**src/rtl/hazard_forward_ctrl.sv**
```systemverilog
// hazard_forward_ctrl: load-use stall, branch flush and ALU operand forwarding control for a 5-stage RV32I pipeline
module hazard_forward_ctrl #(
  parameter int CNT_W = 32
) (
  input  logic             clk,
  input  logic             rst,
  input  logic             pipe_en,
  input  logic             id_valid,
  input  logic [4:0]       id_rs1,
  input  logic [4:0]       id_rs2,
  input  logic             id_uses_rs1,
  input  logic             id_uses_rs2,
  input  logic [4:0]       id_rd,
  input  logic             id_reg_write,
  input  logic             id_mem_read,
  input  logic             ex_branch_taken,
  output logic [1:0]       fwd_a_sel,
  output logic [1:0]       fwd_b_sel,
  output logic             stall,
  output logic             pc_write,
  output logic             if_id_write,
  output logic             flush_if_id,
  output logic             id_ex_bubble,
  output logic [CNT_W-1:0] stall_count,
  output logic [CNT_W-1:0] flush_count
);
  typedef struct packed {
    logic       v;
    logic [4:0] rd;
    logic [4:0] rs1;
    logic [4:0] rs2;
    logic       rw;
    logic       mr;
  } ex_t;
  typedef struct packed {
    logic       v;
    logic [4:0] rd;
    logic       rw;
  } tag_t;
  ex_t              ex_d, ex_q;
  tag_t             mem_d, mem_q, wb_d, wb_q;
  logic [CNT_W-1:0] stall_cnt_d, stall_cnt_q, flush_cnt_d, flush_cnt_q;
  logic             raw_stall;
  function automatic logic [1:0] fwd(input logic [4:0] rs, input logic ex_v, input tag_t mem, input tag_t wb);
    return !ex_v ? 2'd0 :
           (mem.v && mem.rw && mem.rd != 5'd0 && mem.rd == rs) ? 2'd1 :
           (wb.v && wb.rw && wb.rd != 5'd0 && wb.rd == rs) ? 2'd2 : 2'd0;
  endfunction
  always_comb begin
    fwd_a_sel = fwd(ex_q.rs1, ex_q.v, mem_q, wb_q);
    fwd_b_sel = fwd(ex_q.rs2, ex_q.v, mem_q, wb_q);
    raw_stall = ex_q.v && ex_q.mr && ex_q.rd != 5'd0 && id_valid &&
                ((id_uses_rs1 && id_rs1 == ex_q.rd) || (id_uses_rs2 && id_rs2 == ex_q.rd));
    flush_if_id = ex_branch_taken && ex_q.v;
    stall = raw_stall && !flush_if_id;
    pc_write = !stall;
    if_id_write = !stall;
    id_ex_bubble = stall || flush_if_id;
    ex_d = !pipe_en ? ex_q : id_ex_bubble ? ex_t'('0) :
           ex_t'({id_valid, id_rd, id_rs1, id_rs2, id_reg_write, id_mem_read});
    mem_d = pipe_en ? tag_t'({ex_q.v, ex_q.rd, ex_q.rw}) : mem_q;
    wb_d = pipe_en ? mem_q : wb_q;
    stall_cnt_d = stall_cnt_q + CNT_W'(pipe_en && stall && !(&stall_cnt_q));
    flush_cnt_d = flush_cnt_q + CNT_W'(pipe_en && flush_if_id && !(&flush_cnt_q));
  end
  always_ff @(posedge clk or posedge rst)
    if (rst) begin
      ex_q <= '0;
      mem_q <= '0;
      wb_q <= '0;
      stall_cnt_q <= '0;
      flush_cnt_q <= '0;
    end else begin
      ex_q <= ex_d;
      mem_q <= mem_d;
      wb_q <= wb_d;
      stall_cnt_q <= stall_cnt_d;
      flush_cnt_q <= flush_cnt_d;
    end
  assign stall_count = stall_cnt_q;
  assign flush_count = flush_cnt_q;
endmodule

```
**config.mk**
```make
export PLATFORM = sky130hd
export DESIGN_NAME = hazard_forward_ctrl
export DESIGN_NICKNAME = d
export VERILOG_FILES = /design/src/rtl/hazard_forward_ctrl.sv
export SDC_FILE = /design/constraint.sdc
export NUM_CORES = 1
export LEC_CHECK = 0
export CAP_MARGIN = 20
export CELL_PAD_IN_SITES_DETAIL_PLACEMENT = 1
export CELL_PAD_IN_SITES_GLOBAL_PLACEMENT = 2
export CORE_AREA = 2 2 126 128
export DETAILED_ROUTE_END_ITERATION = 8
export DIE_AREA = 0 0 128 130
export PLACE_DENSITY = 0.89
export RECOVER_POWER = 50
export SETUP_SLACK_MARGIN = 0.05
export SLEW_MARGIN = 30
export SYNTH_ARGS = -nofsm -noshare
export SYNTH_HDL_FRONTEND = slang
export SYNTH_SLANG_ARGS = --single-unit
```
**constraint.sdc**
```tcl
create_clock -name clk -period 3.5 [get_ports clk]
set_input_delay 0.7 -clock clk [delete_from_list [all_inputs] [get_ports clk]]
set_output_delay 0.7 -clock clk [all_outputs]
set_load 0.05 [all_outputs]
```
## Word level (Yosys, flattened, before mapping)

Cells that the tools add are included.

| word-level totals | value |
|---|---|
| input port bits | 24 |
| logic and storage cells | 60 |
| register bits after elaboration | 96 |

| cells by class | value |
|---|---|
| add/subtract/negate cells | 2 |
| muxes and demuxes | 7 |
| reductions and logical operators | 31 |
| eq/ne operators | 6 |

Operators by type and width:

| operator | number |
|---|---|
| $add A32 B1 Y32 | 2 |
| $reduce_and A32 Y1 | 2 |
| $eq A5 B5 Y1 | 6 |
| $logic_and A1 B1 Y1 | 20 |
| $mux W18 | 1 |
| $reduce_bool A5 Y1 | 3 |
| $mux W2 | 6 |
| $logic_not A1 Y1 | 4 |
| $logic_or A1 B1 Y1 | 2 |

## Logic depth before layout (Yosys ltp)

| depth | value |
|---|---|
| word-level depth | 8 |
| gate-level depth with buffers | 11 |

## Worst setup path before layout

Ideal clock, no wire load.

| timing path | value |
|---|---|
| kind | register to output |
| start point | register mem_q[4] in the netlist's numbering |
| end point | output fwd_a_sel[1] |
| data arrival time | 2764 ps |
| data required time | 2800 ps |
| path slack | 36 ps |
| cell stages (with the launch flop) | 5 |
| buffers on the path | 0 |
| path through | dfrtp_1 -> or4_1 -> o211ai_1 -> nor4_1 -> nor4_1 |

| on the way | value |
|---|---|
| longest elaborated chain between the ends | 5 |
| elaborated cells on any way between the ends | 6 |
| classes of those cells | eq/ne: 1; mux: 2; reduce/logical: 3 |

RTL lines:

| what | RTL line | text |
|---|---|---|
| start, declared | 41 | `tag_t mem_d, mem_q, wb_d, wb_q;` |
| start signal, assigned | 75 | `mem_q <= mem_d;` |
| $reduce_bool A5 Y1 | 46 | `(mem.v && mem.rw && mem.rd != 5'd0 && mem.rd == rs) ? 2'd1 :` |
| $logic_and A1 B1 Y1 | 46 |  |
| $logic_and A1 B1 Y1 * | 46 |  |
| $mux W2 * | 46 |  |
| $mux W2 * | 45 | `return !ex_v ? 2'd0 :` |
| end, declared | 17 | `output logic [1:0] fwd_a_sel,` |

Every way passes the cells marked *; elsewhere a longest branch is shown, timed or not.

## Final worst setup path

| timing path | value |
|---|---|
| start point | register mem_q[1] in the netlist's numbering |
| end point | output fwd_a_sel[0] |

Same word-level chain as after synthesis.

==> summary.md <==
| Metric | Value |
|---|---|
| Overall Power | `slightly below 3 mW` |
| Cell Area, Synth | `just under 5000 um2` |
| CP required | `around 2.8 ns` |
| Setup CP Type | `reg -> out` |
| CP Launch Type | `flip-flop` |
| CTS Hold Bufs | `0` |
| Fin crit share | `0.9445` |
| Syn Inst Count | `between 400 and 500` |
| Detail Route Antenna Nets | `0` |
| Drt pass-1 iters | `4` |
| Fin crit period | `around 3.3 ns` |
| Core Area | `between 15000 and 20000 um2` |
| IO Pins | `a little under 100` |
| First-pass GRT wire length | `about 23000 um` |
| Max Root-Sink Buffers | `2` |
| Largest net degree at the start of global routing | `approximately 70` |
| Status | `finished with violations` |
| Layout cell share with drive strength beyond 1 | `0.1123` |
| NumNets Final | `approximately 580` |
| HPWL after detailed placement | `around 9900 um` |
| Initial Util | `0.3195` |
| CP delay by family, top | `simple AND/OR/NAND/NOR gates` |
| Worst path cell trace | `or4_1 -> o211ai_1 -> nor4_1 -> and2_1 -> clkdlybuf4s50_1` |
| PortBufs | `96` |
| Highest Clock Rate | `302.5 MHz` |
| Synth-to-Final Area Change | `29.86%` |
| Fill cell count | `roughly 1700` |
| Post-CTS resize count | `0` |
| Root buffer cell | `clkbuf_16` |
| Failing checks | `max-capacitance violations, max-slew violations` |
| Buffer and inverter count on the worst path | `1` |
| Chip height | `around 130 um` |
| Worst Hold Class | `reg -> reg` |
| Post-Layout Cell Count | `around 740` |
| DR vias/cell | `a little over 5` |
| Syn. warnings | `0` |
| CTS buffer count | `9` |
| CP max stage cell | `clkdlybuf4s50_1` |
| Syn_nets | `~480` |
| Total power divided by cell area | `454.6 nW/um2` |
| Asr flop ratio synth | `1.000` |
| Vias in the first global route | `~4100` |
| Unrepaired setup endpoints after global routing | `false` |
| Distinct cells, synth | `41` |
| WL/cell | `18.49 um` |
| Setup Total Neg Slack | `0 ns` |
| Peak VDD IR | `around 0.0002 V` |
| CP Max Fanout | `5` |
| Clk_skew | `about 0.0077 ns` |
| CTS H-tree lvls | `3` |
| Design area | `6400 um2` |
| # placed instances | `730` |
| Total Routing Usage GR | `0.1746` |
| Die X | `between 100 and 150 um` |
| Stages on worst setup path | `5` |
| Data arrival, critical path | `about 2.6 ns` |
| Most frequently used flop master after synthesis | `dfrtp_1` |
| Antenna diode count | `0` |
| Seq/Total Area, Yosys | `0.4874` |
| Reg2reg path depth | `10` |
| Register bit total from synthesis | `96` |
| Final WL | `13760 um` |
| Clk_lat worst skew | `roughly 0.35 ns` |
| Max-slew violation count | `between 40 and 50` |
| Leak | `about 2.7 nW` |
| Setup WS pre-CTS | `0.03499 ns` |
| Post-CTS setup buffer count | `0` |
| Antenna violations before repair | `0` |
| Gr ovfl total | `0` |
| Critical Path End Type | `output pin` |
| Commonest non-fill, non-tap cell in the layout | `dfrtp_1` |
| Post-synth EDFFs | `0` |
| Synth Area per Inst | `between 10 and 15 um2` |
| Tightest Pin Transition | `1.786 ns` |
| First-iteration detailed-routing DRC count | `about 160` |
| Die area | `16640 um2` |
| Final hold vios | `0` |
| Hold Path Stages | `1` |
| Rows | `46` |
| Final setup fails | `0` |
| Gpl congestion | `around 0.82` |
| Final worst slack | `0.1943 ns` |
| Max_slew headroom | `-0.1973` |
| DP Area | `6116 um2` |
| Clock tree from TritonCTS | `built` |
| Vias post-DR | `about 3800` |
| CP max stage delay | `approximately 0.7 ns` |
| Maxcap violations | `1` |
| Clk sinks | `96` |
| Commonest non-fill, non-tap cells in the layout | `dfrtp_1 (96), clkdlybuf4s50_1 (84), xnor2_1 (52)` |
| DRC viols | `0` |
| Reg clk slew, reported paths | `about 0.070 ns` |
sequential cells by signal, indices dropped and copies added (netlist names):
name / cells
ex_q: 18
wb_q: 7
flush_count: 32
mem_q: 7
stall_count: 32
cells by family after synthesis:
family | after synthesis | synth area share
buffers and inverters | 31 | 0.03122
AND/OR/NAND/NOR | 173 | 0.2138
multiplexers | 14 | 0.03199
AO/OA/AOI/OAI | 43 | 0.06550
XOR/XNOR | 90 | 0.1599
flip-flops | 96 | 0.4874
adder cells (fa/ha/maj) | 4 | 0.01016
worst register-to-register path: cells and delay by family (launching register included):
family	cells	cell delay, ns
xor gates and xnor gates	1	0.15
adders and majority gates	2	0.45
DFF	1	0.50
and+or+nand+nor	7	1.84
final timing paths:
check                           slack [ns]            start               to
worst max-delay path                  0.19         mem_q[1]     fwd_a_sel[0]
worst min-delay path                  0.51  stall_count[23]  stall_count[23]
worst max register to register        0.45   flush_count[8]  flush_count[10]
worst min register to register        0.51  stall_count[23]  stall_count[23]
max in group asynchronous             0.64              rst  flush_count[25]
min in group asynchronous             1.26              rst   stall_count[6]
power breakdown:
group	internal, mW	total, mW	leakage, nW	switching, mW
logic	0.229	0.524	1.29	0.295
registers	1.21	1.35	1.23	0.145
clock network	0.620	1.03	0.146	0.414
routing by layer:
metal	global-route usage	vias to the layer above	wire (um)
met5	0	-	0
met4	0.07240	0	287
met3	0.03977	22	563
met2	0.2844	70	6710
met1	0.2259	1894	6195
li1	-	1810	-
synth_stat cells (2+ instances only):
| cell | number | area share |
|---|---|---|
| nand3_1 | 45 | 0.046 |
| nand2_1 | 22 | 0.017 |
| nand4_2 | 2 | 0.0051 |
| nor4_4 | 2 | 0.0086 |
| o211ai_1 | 2 | 0.0030 |
| o21ai_0 | 17 | 0.017 |
| buf_2 | 9 | 0.0091 |
| and3_1 | 5 | 0.0063 |
| or4_1 | 4 | 0.0061 |
| inv_1 | 12 | 0.0091 |
| nor2b_1 | 17 | 0.022 |
| nor4_2 | 5 | 0.013 |
| and4_1 | 5 | 0.0089 |
| nand4_1 | 18 | 0.023 |
| a41oi_1 | 17 | 0.030 |
| clkbuf_1 | 5 | 0.0038 |
| nor2_1 | 15 | 0.011 |
| buf_6 | 3 | 0.0069 |
| nor4_1 | 11 | 0.014 |
| xor2_1 | 38 | 0.068 |
| mux2_2 | 14 | 0.032 |
| nand4_4 | 2 | 0.0086 |
| and2_1 | 3 | 0.0038 |
| nor3_1 | 12 | 0.012 |
| xnor2_1 | 52 | 0.092 |
| dfrtp_1 | 96 | 0.49 |
| ha_1 | 4 | 0.010 |
layout make-up:
cell class / instances / area, um2 / share of cell area
flip-flops and latches: 96 / 2402 / 0.3754
multi-input cells: 324 / 2379 / 0.3717
repair buffers: 105 / 1027 / 0.1605
well taps: 192 / 240.2 / 0.03754
clock buffers: 11 / 232.7 / 0.03636
clock inverters: 3 / 68.82 / 0.01075
inverters: 13 / 50.05 / 0.007820
stage by stage:
step,utilization,hold slack (ns)
floorplan,-,0.4712
global placement,0.3965,0.4756
detailed placement,0.3965,0.4868
CTS,0.4160,0.4997
global route,0.4149,0.5085
finish,0.4149,0.5058
Note: power is estimated with default switching activity, not from simulation.
